--- src/rtl/mult_pkg.sv ---
// Shared definitions for the simple multiplier, its controller and the result
// buffer.
//   OP_W, PROD_W  : default operand and product widths
//   BUF_DEPTH     : default result buffer depth
//   mult_state_t  : multiplier controller states
//   cnt_width()   : width of an occupancy counter able to hold 0..depth
package mult_pkg;

  localparam int OP_W      = 8;
  localparam int PROD_W    = 2 * OP_W;
  localparam int BUF_DEPTH = 4;

  typedef enum logic [1:0] {
    READY,
    OPERATE,
    DONE
  } mult_state_t;

  // One extra bit over the pointer width so that "full" (count==depth) is
  // representable.
  function automatic int cnt_width(input int depth);
    return $clog2(depth) + 1;
  endfunction

endpackage

--- src/rtl/sync_fifo.sv ---
// Single-clock first-word fall-through FIFO.
//   clk, reset : rising-edge clock, synchronous active-high reset
//   push       : write wdata this cycle (caller guarantees !full or pop)
//   pop        : retire the head entry this cycle (caller guarantees !empty)
//   wdata      : write data
//   rdata      : head entry, valid while !empty
//   count      : entries held
//   full/empty : count==DEPTH / count==0
// Storage is not cleared by reset; only pointers and count are.
module sync_fifo
  import mult_pkg::*;
#(
  parameter  int W     = 16,
  parameter  int DEPTH = 4,
  localparam int PTR_W = $clog2(DEPTH),
  localparam int CNT_W = cnt_width(DEPTH)
) (
  input  logic             clk,
  input  logic             reset,
  input  logic             push,
  input  logic             pop,
  input  logic [W-1:0]     wdata,
  output logic [W-1:0]     rdata,
  output logic [CNT_W-1:0] count,
  output logic             full,
  output logic             empty
);

  logic [W-1:0]     mem_q [DEPTH];
  logic [PTR_W-1:0] wr_ptr_q, wr_ptr_d;
  logic [PTR_W-1:0] rd_ptr_q, rd_ptr_d;
  logic [CNT_W-1:0] count_q, count_d;

  // Pointers are exactly log2(DEPTH) bits, so increment wraps naturally.
  always_comb begin
    wr_ptr_d = wr_ptr_q;
    rd_ptr_d = rd_ptr_q;
    count_d  = count_q;
    if (push) wr_ptr_d = wr_ptr_q + PTR_W'(1);
    if (pop)  rd_ptr_d = rd_ptr_q + PTR_W'(1);
    case ({push, pop})
      2'b10:   count_d = count_q + CNT_W'(1);
      2'b01:   count_d = count_q - CNT_W'(1);
      default: count_d = count_q;
    endcase
  end

  always_ff @(posedge clk) begin
    if (reset) begin
      wr_ptr_q <= '0;
      rd_ptr_q <= '0;
      count_q  <= '0;
    end else begin
      wr_ptr_q <= wr_ptr_d;
      rd_ptr_q <= rd_ptr_d;
      count_q  <= count_d;
    end
  end

  // Storage write; gated by reset so a reset cycle leaves contents alone.
  always_ff @(posedge clk) begin
    if (!reset && push) mem_q[wr_ptr_q] <= wdata;
  end

  assign rdata = mem_q[rd_ptr_q];
  assign count = count_q;
  assign full  = (count_q == CNT_W'(DEPTH));
  assign empty = (count_q == '0);

endmodule

--- src/rtl/mult_result_buffer.sv ---
// Result buffer behind the simple multiplier.
//   clk, reset    : rising-edge clock, synchronous active-high reset
//   mult_start    : a multiply was launched this cycle
//   mult_done     : one-cycle done pulse from the controller
//   mult_product  : product, valid with mult_done
//   issue_ok      : room exists for one more in-flight result
//   res_valid     : head entry valid
//   res_data      : head entry (first-word fall-through)
//   res_ready     : consumer accepts head when res_valid
//   count         : entries held
//   overflow      : sticky, a product was dropped
//   proto_err     : sticky, start while in flight or done with none in flight
// The controller cannot stall in DONE, so a product arriving with the FIFO
// full and no simultaneous pop is dropped and flagged.
module mult_result_buffer
  import mult_pkg::*;
#(
  parameter  int PROD_W = mult_pkg::PROD_W,
  parameter  int DEPTH  = BUF_DEPTH,
  localparam int CNT_W  = cnt_width(DEPTH)
) (
  input  logic              clk,
  input  logic              reset,
  input  logic              mult_start,
  input  logic              mult_done,
  input  logic [PROD_W-1:0] mult_product,
  output logic              issue_ok,
  output logic              res_valid,
  output logic [PROD_W-1:0] res_data,
  input  logic              res_ready,
  output logic [CNT_W-1:0]  count,
  output logic              overflow,
  output logic              proto_err
);

  logic inflight_q, inflight_d;
  logic overflow_q, overflow_d;
  logic proto_err_q, proto_err_d;
  logic push, pop, full, empty;

  sync_fifo #(
    .W     (PROD_W),
    .DEPTH (DEPTH)
  ) u_fifo (
    .clk   (clk),
    .reset (reset),
    .push  (push),
    .pop   (pop),
    .wdata (mult_product),
    .rdata (res_data),
    .count (count),
    .full  (full),
    .empty (empty)
  );

  assign res_valid = !empty;
  assign pop       = res_valid & res_ready;
  // A pop in the same cycle frees the slot, so a full FIFO still accepts.
  assign push      = mult_done & (!full | pop);

  always_comb begin
    // Start wins over done: old op completes while the next one launches.
    inflight_d  = inflight_q;
    if (mult_start)     inflight_d = 1'b1;
    else if (mult_done) inflight_d = 1'b0;

    overflow_d  = overflow_q | (mult_done & full & !pop);
    proto_err_d = proto_err_q
                | (mult_start & inflight_q & !mult_done)
                | (mult_done & !inflight_q);
  end

  always_ff @(posedge clk) begin
    if (reset) begin
      inflight_q  <= 1'b0;
      overflow_q  <= 1'b0;
      proto_err_q <= 1'b0;
    end else begin
      inflight_q  <= inflight_d;
      overflow_q  <= overflow_d;
      proto_err_q <= proto_err_d;
    end
  end

  // One extra bit so count + inflight cannot wrap.
  assign issue_ok  = ({1'b0, count} + (CNT_W+1)'(inflight_q)) < (CNT_W+1)'(DEPTH);
  assign overflow  = overflow_q;
  assign proto_err = proto_err_q;

endmodule

--- config.mk ---
export PLATFORM = sky130hd
export DESIGN_NAME = mult_result_buffer
export DESIGN_NICKNAME = d
export VERILOG_FILES = /design/src/rtl/mult_pkg.sv /design/src/rtl/sync_fifo.sv /design/src/rtl/mult_result_buffer.sv
export SDC_FILE = /design/constraint.sdc
export NUM_CORES = 1
export LEC_CHECK = 0
export BUFFER_PORTS_ARGS = -buffer_cell sky130_fd_sc_hd__buf_2
export CORE_UTILIZATION = 35
export DETAILED_ROUTE_END_ITERATION = 10
export PLACE_DENSITY = 0.55
export SLEW_MARGIN = 15
export SYNTH_ARGS = -nofsm -noshare
export SYNTH_HDL_FRONTEND = slang
export SYNTH_HIERARCHICAL = 1
export SYNTH_SLANG_ARGS = --single-unit
--- constraint.sdc ---
create_clock -name clk -period 2.4 [get_ports clk]
set_clock_uncertainty 0.05 [all_clocks]
set_input_delay 0.12 -clock clk [delete_from_list [all_inputs] [get_ports clk]]
set_output_delay 0.12 -clock clk [all_outputs]
set_load 0.05 [all_outputs]
# Yosys cells after proc, flatten, opt, wreduce, memory -nomap -nowiden
# Memories as Yosys holds them, arrays and structs flattened. A register that Yosys moved wholly into a read port is not among the register bits.
# Cells that the tools add are included.
# Widths: inputs -> output; s select.
dict set report totals {
  memories 1
  word_cells 44
  ram_bits 64
  reg_bits 10
  output_inout_bits 23
}
# memory words width read_ports rd_clocked_by_memory_dff wr line_no
set mem_list {}
lappend mem_list {u_fifo.mem_q 4 16 1 1 1 sync_fifo.sv:29} ;# logic [W-1:0] mem_q [DEPTH];
dict set report op_classes {
  order_cmp 1
  n_eq_ne 3
  n_mux 7
  n_addsub 5
  bitwise 11
  n_reduce_logical 10
}
# operator count
set op_table {}
lappend op_table {{$and 1x1->1} 7}
lappend op_table {{$logic_not 1->1} 6}
lappend op_table {{$pmux 3 s2} 1}
lappend op_table {{$add 2x1->2 const B} 2}
lappend op_table {{$add 3x1->4} 1}
lappend op_table {{$lt 4x3->1 const B} 1}
lappend op_table {{$mux 1} 4}
lappend op_table {{$mux 2} 2}
lappend op_table {{$or 1x1->1} 4}
lappend op_table {{$reduce_bool 2->1} 2}
lappend op_table {{$add 3x1->3 const B} 1}
lappend op_table {{$eq 3x3->1 const B} 1}
lappend op_table {{$logic_not 3->1} 1}
lappend op_table {{$sub 3x1->3 const B} 1}
lappend op_table {{$eq 2x1->1 const B} 1}
lappend op_table {{$eq 2x2->1 const B} 1}
lappend op_table {{$logic_and 1x1->1} 1}

# Logic depth before layout (Yosys ltp)
dict set report logic_depth {
  depth_word 8
  mapped_depth 10
  mapped_depth_nobuf 10
}

# Hierarchy
# The synthesis kept the hierarchy.
# module cells_each area_each_um2 seq_area_each_um2 n_inst
set by_module_without_submodules {}
lappend by_module_without_submodules {sync_fifo 132 2783.9 2102.0 1}
lappend by_module_without_submodules {mult_result_buffer 17 133.9 60.1 1}

# Worst setup path after synthesis
# No wires, ideal clock.
dict set report synth_path {
  path_type {register -> register}
  start {reg u_fifo.count_q[0] (netlist: u_fifo/count[0])}
  end {reg u_fifo.count_q[2] (netlist: u_fifo/count[2])}
  path_buffers 0
  setup_ns 0.070
  required_ns 2.280
  path_stages_with_launch 11
  slack_ns -0.014
  t_arrival_ns 2.294
  path_cell_list {dfxtp_1 -> inv_1 -> and3_1 -> a21oi_1 -> inv_1 -> ha_1 -> inv_1 -> fa_1 -> xor2_1 -> or3_1 -> a21oi_1}
}
dict set report synth_via {
  elab_cells_between_ends 13
  classes_between {add/sub (2); eq/ne (3); mux (1); bitwise (3); reduce/logical (4)}
}
# element line_no
set synth_rtl {}
lappend synth_rtl {{start: declaration} sync_fifo.sv:32} ;# logic [CNT_W-1:0] count_q, count_d;
lappend synth_rtl {{start signal: assignment} sync_fifo.sv:56} ;# count_q <= count_d;
lappend synth_rtl {{$eq 3x3->1 (*)} sync_fifo.sv:67} ;# assign full = (count_q == CNT_W'(DEPTH));
lappend synth_rtl {{via full} mult_result_buffer.sv:39} ;# logic push, pop, full, empty;
lappend synth_rtl {{$logic_not 1->1 (*)} mult_result_buffer.sv:59} ;# assign push = mult_done & (!full | pop);
lappend synth_rtl {{$or 1x1->1 (*)} mult_result_buffer.sv:59}
lappend synth_rtl {{$and 1x1->1 (*)} mult_result_buffer.sv:59}
lappend synth_rtl {{via push} mult_result_buffer.sv:39}
lappend synth_rtl {{$eq 2x1->1 / $eq 2x2->1 (equally long branches)} sync_fifo.sv:41} ;# case ({push, pop})
lappend synth_rtl {{$pmux 3 s2 / $reduce_bool 2->1 (equally long branches)} --}
# Mark *: on every way through the listed nets, which the timed path passes. The rest lies on a longest branch.
# A chain may end at the register's enable or synchronous reset.

# Final worst setup path
dict set report layout_path {
  start {reg u_fifo.count_q[0] (netlist: u_fifo/count[0])}
  end {reg u_fifo.count_q[2] (netlist: u_fifo/count[2])}
}
dict set report layout_via {
  elab_chain_len 7
  elab_cells_between_ends 13
  classes_between {add/sub (2); eq/ne (3); mux (1); bitwise (3); reduce/logical (4)}
}
# element line_no
set layout_lines {}
lappend layout_lines {{$logic_not 3->1 (*)} sync_fifo.sv:68} ;# assign empty = (count_q == '0);
lappend layout_lines {{via empty} mult_result_buffer.sv:39}
lappend layout_lines {{$logic_not 1->1 (*)} mult_result_buffer.sv:56} ;# assign res_valid = !empty;
lappend layout_lines {{$and 1x1->1 (*)} mult_result_buffer.sv:57} ;# assign pop = res_valid & res_ready;
lappend layout_lines {{$or 1x1->1 (*)} mult_result_buffer.sv:59}
lappend layout_lines {{$and 1x1->1 (*)} mult_result_buffer.sv:59}
lappend layout_lines {{via push} mult_result_buffer.sv:39}
lappend layout_lines {{$eq 2x1->1 / $eq 2x2->1 (equally long branches)} sync_fifo.sv:41}
lappend layout_lines {{$pmux 3 s2 / $reduce_bool 2->1 (equally long branches)} --}
# Marks and branches as above.

==> out/qor.txt <==
outcome: finished clean
Hold Crit Depth: 2
Fillers: 674
die area: 0.00871 mm^2
most common cell after layout, fill and taps aside: edfxtp_1
WP buf/inv: 2
largest net degree at the start of global routing: 17
Max Slew Vio Count: 0
CTS buffer count: 9
setup TNS: 0 ns
Net Count, Synth: 176
clock latency on the worst-skew pair: 0.34 ns
synth top area cells: edfxtp_1 66%, dfxtp_1 8.2%, mux4_2 7.7%
routability congestion estimate from global placement: 0.710
RSZ-0062 raised after global routing: false
Worst R2R Path Depth: 10
Final Power: 3.96 mW
I/O pin cnt: 44
Avg Cell Area, Syn: 19.6 um^2
startpoint type of the worst setup path: flop
gr usage total: 12.4%
Least-Margin Pin Slew: 0.299 ns
Post-route DRC: 0
Slew headroom: 80.1%
Starting Density: 37.0%
vias per cell: 4.54
maxcap violations: 0
period utilization: 91.8%
power density cells: 1070 mW/mm^2
commonest cells after routing, fill and taps aside: 64 x edfxtp_1, 43 x buf_2, 18 x dlygate4sd3_1, 11 x nor2_1, 11 x dfxtp_1
cell mode on critical path: inv_1
Max Freq: 0.454 GHz
Final Hold Vio Count: 0
CP delay by family, top: simple AND/OR/NAND/NOR gates
worst vdd rail ir drop: 0.000898 V
clock root buffer master: clkbuf_8
Antenna Nets Post-Route: 0
number of global-route vias before repair: 1521
Final HPWL DP: 3.03 mm
Sink Count: 76
ANT cells: 0
worst hold path type: primary input to flop
Seq/Total Area, Yosys: 74.1%
register bit total from synthesis: 76
CP Class: flop to flop
first-pass GRT wire length: 7.56 mm
Final nets: 251
ratio of cells with drive above 1 in the final layout: 34.5%
Worst EP arrival: 2.42 ns
final WL: 4.80 mm
Mapped Area: 0.00292 mm^2
final setup vio count: 0
first-pass detailed-route iteration total: 4
H-tree lvl count: 3
Die X-Extent: 93.3 um
non-filler cells, final: 331
Worst Setup End Kind: flop
CP Max Fanout: 5
CP max stage cell: fa_1
Core Area: 0.00789 mm^2
Post-Synthesis Cells: 149
WP data required: 2.62 ns
Die Height: 93.3 um
CP Cell Sequence: nor3_2, nand2b_4, a21oi_2, inv_1, ha_2, inv_1, fa_1, xor2_1, or3_1, a21oi_1
top-area cell type share of the netlist area: 65.9%
initial antenna violation count: 0
# placed instances: 297
Yosys cell types: 25
via count: 1503
total global routing overflow: 0
minimum clock period: 2.20 ns
count of input and output buffers: 43
CTS tree: built
Syn. warnings: 6
initial DRC count: 61
row count: 32
routed length per instance: 14.5 um
slowest stage delay, CP: 0.37 ns
post-CTS setup buffer count: 0
Synth-to-Final Area Change: 26.9%
critical path depth in cells: 10
CTS max path bufs: 2
Yosys top cell by area: edfxtp_1
LEAKAGE: 1.35 nW
Clk pin slew, worst setup/hold paths: 0.07 ns
==> timing repair <==
item,4_1_cts,5_1_grt
endpoints found under the setup margin,0,1
hold buffers,18,0
resized for setup,0,3
hold endpoints to repair,67,0
==> cell usage after synthesis <==
cell type	instances
xnor2_1	2
nand3_1	1
buf_12	1
ha_1	5
mux4_1	6
mux2i_1	1
or3_1	1
nand2b_4	1
inv_1	10
dfxtp_1	12
and3_1	1
and2_1	4
buf_2	2
a31oi_1	2
edfxtp_1	64
xor2_1	3
o21ai_0	1
nor3_1	1
a21oi_1	6
fa_1	1
clkbuf_1	1
nand2_1	1
buf_6	1
nor2_1	11
mux4_2	10
==> cell type report <==
class	count	area [um^2]	area share (%)
clock inverter	4	73.8	1.99
multi-input combinational	58	684	18.5
sequential	76	2160	58.4
tap	102	128	3.45
clock buffer	12	135	3.65
inverter	10	37.5	1.01
timing repair buffer	69	480	13.0
==> sequential cells by signal, indices dropped and copies added (netlist names), named ones only <==
name	flops
u_fifo/mem_q	64
u_fifo/count	3
u_fifo/rd_ptr_q	2
u_fifo/wr_ptr_q	2
inflight_q	1
overflow	1
proto_err	1
==> metal layers <==
layer  GRT usage, %  up-vias  wire length, um  share of wire (%)
li1               -      727                -                  -
met5              0        -                0                  0
met4           4.23        0               55                1.1
met2           21.8       40             2460                 51
met1           13.6      730             2040                 43
met3           5.12        6              241                5.0
==> cell families (layout without fill, tap and decap cells) <==
| family | count (synthesis) | in the layout | synth area share [%] |
|---|---|---|---|
| AO/OA/AOI/OAI | 9 | 9 | 1.63 |
| XOR/XNOR | 5 | 5 | 1.50 |
| adder cells (fa/ha/maj) | 6 | 6 | 2.83 |
| buffers and inverters | 15 | 95 | 2.83 |
| flip-flops | 76 | 76 | 74.1 |
| multiplexers | 17 | 17 | 13.5 |
| AND/OR/NAND/NOR | 21 | 21 | 3.64 |
==> path summary, 6_finish.rpt <==
path	startpoint	endpoint	slack, ns
max	u_fifo/count[0]	u_fifo/count[2]	0.20
min reg2reg	overflow	overflow	0.44
max reg2reg	u_fifo/count[0]	u_fifo/count[2]	0.20
min	reset	inflight_q	0.05
==> report_power, final <==
| group | internal (mW) | total (mW) | switching (mW) | leakage (nW) |
|---|---|---|---|---|
| clock network | 0.587 | 1.01 | 0.427 | 0.105 |
| registers | 1.55 | 1.60 | 0.0581 | 0.680 |
| logic | 0.449 | 1.34 | 0.893 | 0.565 |
| total | 2.58 | 3.96 | 1.38 | 1.35 |
==> metrics by stage <==
stage | worst slack, ns | utilization (%) | cell area, um^2 | hold WS [ns]
after global placement | 0.141 | 41.9 | 3300 | 0.288
final | 0.197 | 46.9 | 3700 | 0.0521
after CTS | 0.0397 | 46.8 | 3690 | 0.0311
after global routing | 0.0584 | 46.9 | 3700 | 0.0416
after detailed placement | 0.0560 | 41.9 | 3300 | 0.292
after floorplan | 0.00302 | - | 2920 | 0.139
Power figures use the tool's default switching activity.
